$ cat config.mk
export PLATFORM = sky130hd
export DESIGN_NAME = coincidence_detector
export DESIGN_NICKNAME = d
export VERILOG_FILES = /design/src/rtl/coincidence_detector.sv
export SDC_FILE = /design/constraint.sdc
export NUM_CORES = 1
export LEC_CHECK = 0
export ABC_AREA = 1
export CAP_MARGIN = 10
export CORE_UTILIZATION = 30
export DETAILED_ROUTE_END_ITERATION = 7
export MAX_ROUTING_LAYER = met4
export PLACE_DENSITY = 0.48
export SETUP_SLACK_MARGIN = 0.05
export SLEW_MARGIN = 20
export SYNTH_ARGS = -nofsm -noshare
export SYNTH_HDL_FRONTEND = slang
export SYNTH_SLANG_ARGS = --single-unit
$ cat constraint.sdc
create_clock -name clk -period 1.47 [get_ports clk]
set_input_delay 0.147 -clock clk [delete_from_list [all_inputs] [get_ports clk]]
set_output_delay 0.147 -clock clk [all_outputs]
set_load 0.02 [all_outputs]
$ cat src/rtl/coincidence_detector.sv
`timescale 1ns/1ps
`default_nettype none
// ============================================================================
// Module   : coincidence_detector
// Purpose  : Pulses when synchronized rising edges on button_A and button_B
//            fall within TOLERANCE_CYCLES of each other.
//            Optional macro COINCIDENCE_COUNT_EN adds a saturating 16-bit
//            coincidence_count output.
// Revision : 1.0
// ============================================================================
module coincidence_detector #(
    parameter int TOLERANCE_CYCLES = 5000,
    parameter int PULSE_CYCLES     = 1
) (
    input  logic        clk,
    input  logic        rst_n,
    input  logic        button_A,
    input  logic        button_B,
    output logic        coincidence_detected
`ifdef COINCIDENCE_COUNT_EN
    ,
    output logic [15:0] coincidence_count
`endif
);

    localparam int                 c_CNT_W = $clog2(TOLERANCE_CYCLES + 2);
    localparam logic [c_CNT_W-1:0] c_TOL   = c_CNT_W'(TOLERANCE_CYCLES);
    localparam logic [c_CNT_W-1:0] c_ONE   = c_CNT_W'(1);
    localparam logic [7:0]         c_PLS   = 8'(PULSE_CYCLES - 1);

    typedef enum logic [1:0] {
        IDLE   = 2'd0,
        WAIT_B = 2'd1,
        WAIT_A = 2'd2,
        PULSE  = 2'd3
    } state_t;

    logic [1:0]         r_rdy;
    logic               r_a_meta, r_a_sync, r_a_prev, r_a_evt;
    logic               r_b_meta, r_b_sync, r_b_prev, r_b_evt;
    state_t             r_state;
    logic [c_CNT_W-1:0] r_cnt;
    logic [7:0]         r_pcnt;
    logic               w_opp;
    logic               w_start;

    // Until the synchronizers hold real input samples, the previous level is
    // treated as high so an input already high at reset release is not an event.
    always_ff @(posedge clk or negedge rst_n) begin
        if (!rst_n) begin
            r_rdy    <= 2'b00;
            r_a_meta <= 1'b0;
            r_a_sync <= 1'b0;
            r_a_prev <= 1'b0;
            r_a_evt  <= 1'b0;
            r_b_meta <= 1'b0;
            r_b_sync <= 1'b0;
            r_b_prev <= 1'b0;
            r_b_evt  <= 1'b0;
        end else begin
            r_rdy    <= {r_rdy[0], 1'b1};
            r_a_meta <= button_A;
            r_a_sync <= r_a_meta;
            r_a_prev <= r_rdy[1] ? r_a_sync : 1'b1;
            r_a_evt  <= r_a_sync & ~r_a_prev;
            r_b_meta <= button_B;
            r_b_sync <= r_b_meta;
            r_b_prev <= r_rdy[1] ? r_b_sync : 1'b1;
            r_b_evt  <= r_b_sync & ~r_b_prev;
        end
    end

    // r_cnt holds separation-1 at the moment the opposite event is evaluated.
    assign w_opp   = (r_state == WAIT_B) ? r_b_evt : r_a_evt;
    assign w_start = ((r_state != PULSE) && r_a_evt && r_b_evt) ||
                     (((r_state == WAIT_A) || (r_state == WAIT_B)) &&
                      w_opp && (r_cnt < c_TOL));

    always_ff @(posedge clk or negedge rst_n) begin
        if (!rst_n) begin
            r_state              <= IDLE;
            r_cnt                <= '0;
            r_pcnt               <= '0;
            coincidence_detected <= 1'b0;
        end else if (w_start) begin
            r_state              <= PULSE;
            r_cnt                <= '0;
            r_pcnt               <= c_PLS;
            coincidence_detected <= 1'b1;
        end else begin
            case (r_state)
                IDLE, WAIT_A, WAIT_B: begin
                    if (r_a_evt) begin
                        r_state <= WAIT_B;
                        r_cnt   <= '0;
                    end else if (r_b_evt) begin
                        r_state <= WAIT_A;
                        r_cnt   <= '0;
                    end else if (r_state == IDLE) begin
                        r_cnt   <= '0;
                    end else if (r_cnt >= c_TOL) begin
                        r_state <= IDLE;
                        r_cnt   <= '0;
                    end else begin
                        r_cnt   <= r_cnt + c_ONE;
                    end
                end
                PULSE: begin
                    if (r_pcnt == 8'd0) begin
                        r_state              <= IDLE;
                        coincidence_detected <= 1'b0;
                    end else begin
                        r_pcnt <= r_pcnt - 8'd1;
                    end
                end
                default: begin
                    r_state              <= IDLE;
                    coincidence_detected <= 1'b0;
                end
            endcase
        end
    end

`ifdef COINCIDENCE_COUNT_EN
    always_ff @(posedge clk or negedge rst_n) begin
        if (!rst_n) begin
            coincidence_count <= 16'd0;
        end else if (w_start && (coincidence_count != 16'hFFFF)) begin
            coincidence_count <= coincidence_count + 16'd1;
        end
    end
`endif

endmodule
`default_nettype wire

=== Word-level counts from Yosys, hierarchy flattened ===
Index checks and enable logic that the tools add are counted.

* Register bits: 34
* Input bits: 4
* Output and inout bits: 1
* Logic and storage cells: 66

* Multiplexer cells: 22
* Reduce and logical (&&, ||, !) cells: 15
* Order comparisons: 2
* Add/sub/neg operators: 2
* Bitwise logic cells: 4
* Equality and inequality tests: 8

{| class="wikitable"
|+ Operators by type and width
! kind !! number
|-
| two-way mux 13 bit || 6
|-
| two-way mux 8 bit || 3
|-
| adder 13 x 1 -> 13 bit, second input constant || 1
|-
| greater-or-equal comparator 13 bit, second input constant || 1
|-
| less-than comparator 13 bit, second input constant || 1
|-
| two-way mux 2 bit || 6
|-
| inequality test 5 bit, second input constant || 2
|-
| logical NOT 8 bit || 1
|-
| subtractor 8 x 1 -> 8 bit, second input constant || 1
|-
| two-way mux 1 bit || 6
|-
| nonzero test 2 bit || 3
|-
| == test 2 bit, second input constant || 2
|-
| logical AND 1 bit || 4
|-
| inequality test 2 bit, second input constant || 2
|-
| case mux 2 bit (2 select lines) || 1
|-
| AND reduction 2 bit || 2
|-
| inequality test 3 bit, second input constant || 1
|-
| AND reduction 3 bit || 1
|-
| OR reduction 3 bit || 1
|-
| bitwise AND 1 bit || 2
|-
| == test 2 x 1 -> 1 bit, second input constant || 1
|-
| logical NOT 2 bit || 1
|-
| logical OR 1 bit || 2
|-
| inverter 1 bit || 2
|}

=== Logic depth before layout (Yosys ltp) ===
Gate-level depths: netlist (run 1).

* Word-level depth: 7
* Gate-level depth with buffers: 13

=== Least setup slack after synthesis (run 1) ===
No wires, ideal clock.

* Kind: reg2reg
* From: register r_state[0]
* To: register r_state[1]
* Cell stages (with the launch flop): 12
* Required time: 1350 ps
* Path buffers: 0
* Path slack: -85 ps
* Arrival: 1435 ps
* Cells stage by stage: dfrtp_1 inv_1 ha_1 o21ai_0 a21oi_1 nand2_4 nand2_4 inv_2 nand2_1 nand2_1 nand2_1 nand2_1

* Word-level cells in the longest chain between the ends: 7

{| class="wikitable"
|+ Ends and longest elaborated chain
! element !! line !! text
|-
| start, declared || 41 || <nowiki>state_t r_state;</nowiki>
|-
| start signal, assigned || 81 || <nowiki>r_state <= IDLE;</nowiki>
|-
| start signal, assigned || 86 || <nowiki>r_state <= PULSE;</nowiki>
|-
| start signal, assigned || 94 || <nowiki>r_state <= WAIT_B;</nowiki>
|-
| == test 2 x 1 -> 1 bit or == test 2 bit (tied branches) || 74, 76, 91 ||
|-
| two-way mux 1 bit or logical OR 1 bit (tied branches) || 74, 76 ||
|-
| logical AND 1 bit || 76 || <nowiki>(((r_state == WAIT_A) || (r_state == WAIT_B)) &&</nowiki>
|-
| logical AND 1 bit || 77 || <nowiki>w_opp && (r_cnt < c_TOL));</nowiki>
|-
| logical OR 1 bit || 75 || <nowiki>assign w_start = ((r_state != PULSE) && r_a_evt && r_b_evt) ||</nowiki>
|-
| inequality test 5 bit (no line) or inequality test 3 bit (tied branches) || n/a ||
|-
| AND reduction 3 bit (no line) || n/a ||
|}

Parallel ways exist; a longest one is shown, timed or not.
A chain may end at the register's enable or synchronous reset.

=== Final worst setup path (run 1) ===
* From: register r_state[0]
* To: register r_state[0]

Same word-level chain as after synthesis.

==> key figures, run 1 <==
STA
  – # setup viols final: 17
  – Minimum hold slack: 0.300 ns
  – Clock skew after layout: 0.00635 ns
  – Post-route minimum period: approximately 1.6 ns
  – Setup tns final: -1.22 ns
  – Final WS setup: -0.0966 ns
  – RSZ-0062 raised after global routing: true
  – Final worst path period share: 107%
  – Max Freq: approximately 640 MHz
  – Hold Fails Final Rpt: 0
  – Slew Limit Fails: 0

Flow run
  – Max cap viols: 0

Setup path
  – Worst reg-to-reg setup slack: -0.1 ns
  – Startpoint Class: flop
  – Critical-path maximum fanout: 5
  – Critical path arrival: between 1.5 and 2 ns
  – Critical path type: reg2reg
  – Crit path required time: around 1.7 ns
  – Crit. End Element: flop

Finish
  – Non-Filler Instances: 350
  – Ratio of cells with drive above 1 in the final layout: roughly 45%
  – Nets@finish: between 200 and 300
  – Antenna diodes: 0
  – Non-Filler Cell Area, Final: between 2000 and 3000 um2
  – Most common cell after layout, fill and taps aside: buf_4
  – Layout Utilization: 48.2%
  – Syn-to-layout area delta: 50.6%
  – Most frequent cells in the layout: 34 x buf_4, 33 x nand2_1, 31 x dfrtp_1

GRT
  – GRT overflow: 0
  – First-pass GRT wire length: roughly 6.3 mm
  – GRT Util Overall: a little over an eighth
  – Initial antenna violation count: 0
  – Vias in the first global route: about 1,400
  – Largest net degree at the start of global routing: 35

Synth
  – Syn_nets: between 200 and 250
  – Synth warn: 0
  – Mapped cell area: roughly 1800 um2
  – Synth Instances: 226
  – Largest cells by area after synthesis: dfrtp_1 47%, nand2_1 11%, nor2_1 7.9%, ha_1 5.5%, nand3_1 5.2%
  – Share of the synthesized area in the top cell type: about 47%
  – FF+latch count, synth: 34
  – Sequential share of the synthesized area: around 47%
  – Unique masters post-synth: 27
  – Synthesized area per cell: around 8.0 um2
  – Most area-hungry cell type in the Yosys netlist: dfrtp_1

Clock tree
  – Clock slew at reported path FFs: 0.07 ns
  – CTS tree: yes
  – H-tree depth: 2
  – Root buffer selected by CTS: clkbuf_8
  – Num CTS Buffers: 5
  – Clock buffer depth: 2
  – Worst-Skew Late Latency: approximately 0.28 ns
  – Clock sinks: 34

Floorplan
  – Chip Height: 79.8 um
  – Die area: 6370 um2
  – Die Wd: ~80 um
  – Ports: 5
  – Core area: roughly 5700 um2
  – Row cnt: 27
  – Initial Util: between 30% and 40%

Place
  – Dpl cells: roughly 330
  – # port buffers: 4
  – Placed inst area: approximately 2200 um2
  – Dpl hpwl: 2.70 mm
  – Final Wtd Congestion: just over 0.8
  – Dpl ws: -0.0876 ns

Routing
  – Final WL: a little over 4 mm
  – Via count: 1,555
  – Vias per std cell: ~4.4
  – Routed WL per cell: about 12 um
  – Residual DRC: 0
  – Final ANT Viol Nets: 0
  – Drt first-iter violations: 44
  – TritonRoute pass-1 iters: 4

Power and ir drop
  – Power Dens Cells: between 1000 and 1500 nW/um2
  – Lkg Pwr: approximately 1.3 nW
  – Worst VDD drop: about 0.00070 V
  – Final Power: approximately 3.8 mW

Run status
  – Failing checks: setup timing
  – Outcome: finished with violations

Hold path
  – Hold Path Class: in2reg
## cells in the mapped netlist
master	n
buf_4	1
nor2_2	1
buf_6	1
inv_2	3
conb_1	1
nand3_2	2
nand3_4	1
nand2_2	3
clkbuf_2	1
nand3_1	19
dfrtp_1	34
nor3_1	5
inv_1	23
nor3b_1	1
buf_2	1
or2_2	1
nand2_1	51
nor2_1	38
o21bai_1	1
nand2_4	3
nand4_1	7
ha_1	8
a21oi_1	7
a31oi_1	1
xor2_1	5
o21ai_0	5
o21ai_1	2
## final cells by class
class                   count  area, um2
fillers                   533       2940
inverters                  26        113
flip-flops and latches     34        855
clock inverters             2       60.1
repair buffers             48        408
multi-input cells         162       1130
clock buffers               6       82.6
well taps                  72       90.1
## repair_timing
item,CTS,global route
hold endpoints to repair,34,0
resized for setup,19,72
pin swaps,6,18
hold buffers,1,0
gates cloned,1,0
setup buffers,0,8
endpoints found under the setup margin,23,25
## critical path, stage by stage (launching register included)
cell     delay (ns)
dfrtp_2        0.44
inv_2          0.07
ha_4           0.26
o21ai_2        0.05
a21oi_2        0.14
nand2_4        0.09
nand2_4        0.11
inv_6          0.05
nand2_4        0.08
nand2_4        0.05
nand2_2        0.08
nand2_1        0.04
## power breakdown
group	switching (mW)	total (mW)	internal, mW
logic	0.856	1.57	0.718
clock network	0.354	1.08	0.724
registers	0.0900	1.12	1.03
## registers in the layout, indices dropped and copies added (netlist names)
register	cells
r_cnt	13
r_pcnt	8
r_rdy	2
r_state	2
coincidence_detected	1
r_a_evt	1
r_a_meta	1
r_a_prev	1
r_a_sync	1
r_b_evt	1
r_b_meta	1
r_b_prev	1
r_b_sync	1
## cells by family after synthesis
logic type	count (synthesis)	synth area share, %
xor gates and xnor gates	5	2.41
other	1	0.206
adders and majority gates	8	5.51
DFF	34	46.8
and+or+nand+nor	132	33.5
buffers and inverters	30	6.96
AOI/OAI and AO/OA	16	4.61
## metal layers
metal	part of all wire (%)	global-route usage, %
met5	0	-
met4	0.87	5.18
met3	2.1	3.20
met2	46	19.4
met1	51	17.8
## final timing paths
kind / startpoint / end / cells past startpoint
min reg2reg: r_a_meta / r_a_sync / 0
min in group asynchronous: rst_n / r_pcnt[4] / 3
max in group asynchronous: rst_n / r_state[0] / 3
max: r_state[0] / r_state[0] / 11
min: button_B / r_b_meta / 1
max reg2reg: r_state[0] / r_state[0] / 11
Note: power is estimated with default switching activity, not from simulation.
==> inputs of run 2 (changes only) <==
--- a/config.mk
+++ b/config.mk
@@ -16,3 +16,4 @@
 export SYNTH_ARGS = -nofsm -noshare
 export SYNTH_HDL_FRONTEND = slang
 export SYNTH_SLANG_ARGS = --single-unit
+export TNS_END_PERCENT = 100
==> results of run 2 <==
No change in the layout: final DEF, timing and power equal those of run 1.
==> inputs of run 3 (changes only) <==
--- a/config.mk
+++ b/config.mk
@@ -12,7 +12,7 @@
 export MAX_ROUTING_LAYER = met4
 export PLACE_DENSITY = 0.48
 export SETUP_SLACK_MARGIN = 0.05
-export SLEW_MARGIN = 20
+export SLEW_MARGIN = 0
 export SYNTH_ARGS = -nofsm -noshare
 export SYNTH_HDL_FRONTEND = slang
 export SYNTH_SLANG_ARGS = --single-unit
==> results of run 3 <==
No change in the layout: final DEF, timing and power equal those of run 1.
==> RTL edit (flow settings as in run 2) <==
Build with the macro `COINCIDENCE_COUNT_EN` defined.
--- a/src/rtl/coincidence_detector.sv
+++ b/src/rtl/coincidence_detector.sv
@@ -10,2 +10,4 @@
 // ============================================================================
+`define COINCIDENCE_COUNT_EN
+
 module coincidence_detector #(
Function (old outputs only; new: coincidence_count): kept (equiv_simple and equiv_induct, registers matched by name and starting in step).
==> RTL edit against run 2 <==
  * The flow still finishes with violations (setup timing)
  * Sequential cell count is 16 higher
  * Non-clock buffer count up 44
  * Sequential power grew 49%
  * Count of clock-buffer cells in the layout shrank 1
  * Via count increased by 64%
  * Clock skew shrank 1.6 ps
  * Area after synthesis rose by 54%
  * Routed wire length is 69% higher
  * Setup slack worse by 68 ps
  * Cell area rose by 51%
  * Total power increased by 42%
==> RTL edit: results (changes against run 2) <==
Critical path
  • Reg2reg end: coincidence_count[14]
  • FF-to-FF setup slack: -160 ps (-70 ps)
  • Critical-path top delay cell: dfrtp_2
  • Critical path peak fanout: 7 (+2)
  • CP top delay family: flip-flops
  • R2R depth: 10 (-1)
  • CP max stage delay: 420 ps (-20 ps)
  • Critical R2R Launch: r_state[0]

Power and ir drop
  • Worst VDD drop: 768 uV (+8.9%)
  • Comb power frac: 50.0% (+8.3 points)
  • Leak Pwr: 0.00200 uW (+53%)
  • Net Sw Frac: 38.2% (+3.8 points)

Timing
  • Final Skew: 4.76 ps (-1.59 ps)
  • Hold Slack: 193 ps (-107 ps)
  • Setup_tns: -4680 ps (-3460 ps)
  • Setup-failing EPs final: 40 (+23)
  • Post-route setup slack: -164 ps (-67.8 ps)

Yosys
  • Post-Syn Nets: 368 (+55%)
  • Most frequent cells after synthesis: 105 x nand2_1, 50 x dfrtp_1, 46 x nor2_1
  • Register area share after synthesis: 44.6% (-2.2 points)
  • Ys flop type: dfrtp_1
  • Post-synth cell types: 29 (+7.4%)
  • Synth Warn #: 0 (unchanged)
  • Largest cells by area after synthesis: dfrtp_1 45%, nand2_1 14%, nor2_1 6.2%
  • Cells after Synth: 355 (+57%)

Detailed routing
  • Final WL: 6830 microns (+69%)
  • M1 WL: 3390 microns (+65%)
  • Via density: 4.52 (+1.8%)
  • Top routing layer in use: met4
  • DRT iter0 DRCs: 100 (+130%)
  • WL met3: 203 microns (+140%)
  • Avg WL per Cell: 12.1 microns (+5.0%)
  • DR pass1 iterations: 4 (unchanged)
  • Metal2 WL: 3150 microns (+69%)

Clock tree
  • Num CTS Buffers: 5 (unchanged)
  • CTS root buf: clkbuf_8
  • Clock transition at the registers of the reported paths: 100 ps (+30 ps)
  • Clock latency on the worst-skew pair: 310 ps (+30 ps)
  • H-tree level count: 2 (unchanged)
  • Clock buffer depth: 2 (unchanged)

GRT
  • Met1 Track Usage GR: 20.0% (+2.3 points)
  • First-pass GRT wire length: 11500 microns (+81%)
  • Met3 usage: 2.27% (-0.93 points)
  • GRT Overall Usage: 15.1% (+1.8 points)
  • Largest net degree at the start of global routing: 34 (-2.9%)
  • Met2 Use GR: 24.1% (+4.7 points)
  • Vias in the first global route: 2516 (+75%)

Placed design
  • IO Port Bufs: 20 (+16)
  • DP HPWL: 4710 microns (+75%)
  • Place WS: -224 ps (-136 ps)
  • Placed cell count: 541 (+63%)
  • Area after DPL: 3670 sq um (+68%)
  • GPL Wtd Cong: 0.820 (+1.7%)

Final layout
  • Share of cells above drive strength 1: 33.4% (-11 points)
  • # nets final: 467 (+62%)
  • Largest registers: coincidence_count (16), r_cnt (13), r_pcnt (8)

Outcome
  • Run status: finished with violations
  • Failing checks: setup timing

Hold path
  • Min-delay worst type: in -> async
## RTL edit: cell count changes after synthesis, sizes merged, moves of 6 or more
cell | before | now
nand2 | 57 | 112
dfrtp | 34 | 50
nand3 | 22 | 35
inv | 26 | 38
nor2 | 39 | 49
o21ai | 7 | 16
xnor2 | 0 | 8
xor2 | 5 | 11
## RTL edit: worst max-delay path by stage
stage | end | from | depth (start not counted)
2_1_floorplan | coincidence_count[3] | coincidence_count[1] | 11
3_3_place_gp | coincidence_count[10] | r_state[0] | 10
3_5_place_dp | coincidence_count[10] | r_state[1] | 10
4_1_cts | coincidence_count[10] | r_state[0] | 10
5_1_grt | coincidence_count[11] | r_state[0] | 10
6_report | coincidence_count[14] | r_state[0] | 10
## RTL edit: final cells by class
type,count,area (sq um)
fillers,893,4770
multi-input cells,267,1680
flip-flops and latches,50,1250
repair buffers,92,787
inverters,38,153
well taps,108,135
clock buffers,5,68.8
clock inverters,3,43.8
## RTL edit: power by group through the flow
stage	Combinational [uW]	Clock [uW]	Sequential (uW)
after CTS	2430	1070	1660
after global placement	2010	0	1680
after global routing	2920	1110	1690
final	2680	1010	1670
after detailed placement	2010	0	1680
after floorplan	1120	0	1780
## RTL edit: timing repair
action,CTS,global route
setup endpoints to repair,57,41
cloned,2,1
hold endpoints to repair,50,0
gates resized for setup,52,28
pin swaps,12,14
buffers inserted,8,2
hold buffers,1,0
## RTL edit: cell families (layout without fill, tap and decap cells)
| family | Yosys count | after routing | share of synthesized area [%] |
|---|---|---|---|
| simple gates | 210 | 213 | 33.8 |
| xor+xnor | 19 | 19 | 5.93 |
| compound gates | 25 | 25 | 5.22 |
| other cells | 1 | 1 | 0.134 |
| fa+ha+maj | 9 | 9 | 4.01 |
| buf+inv | 41 | 138 | 6.29 |
| flops | 50 | 50 | 44.6 |
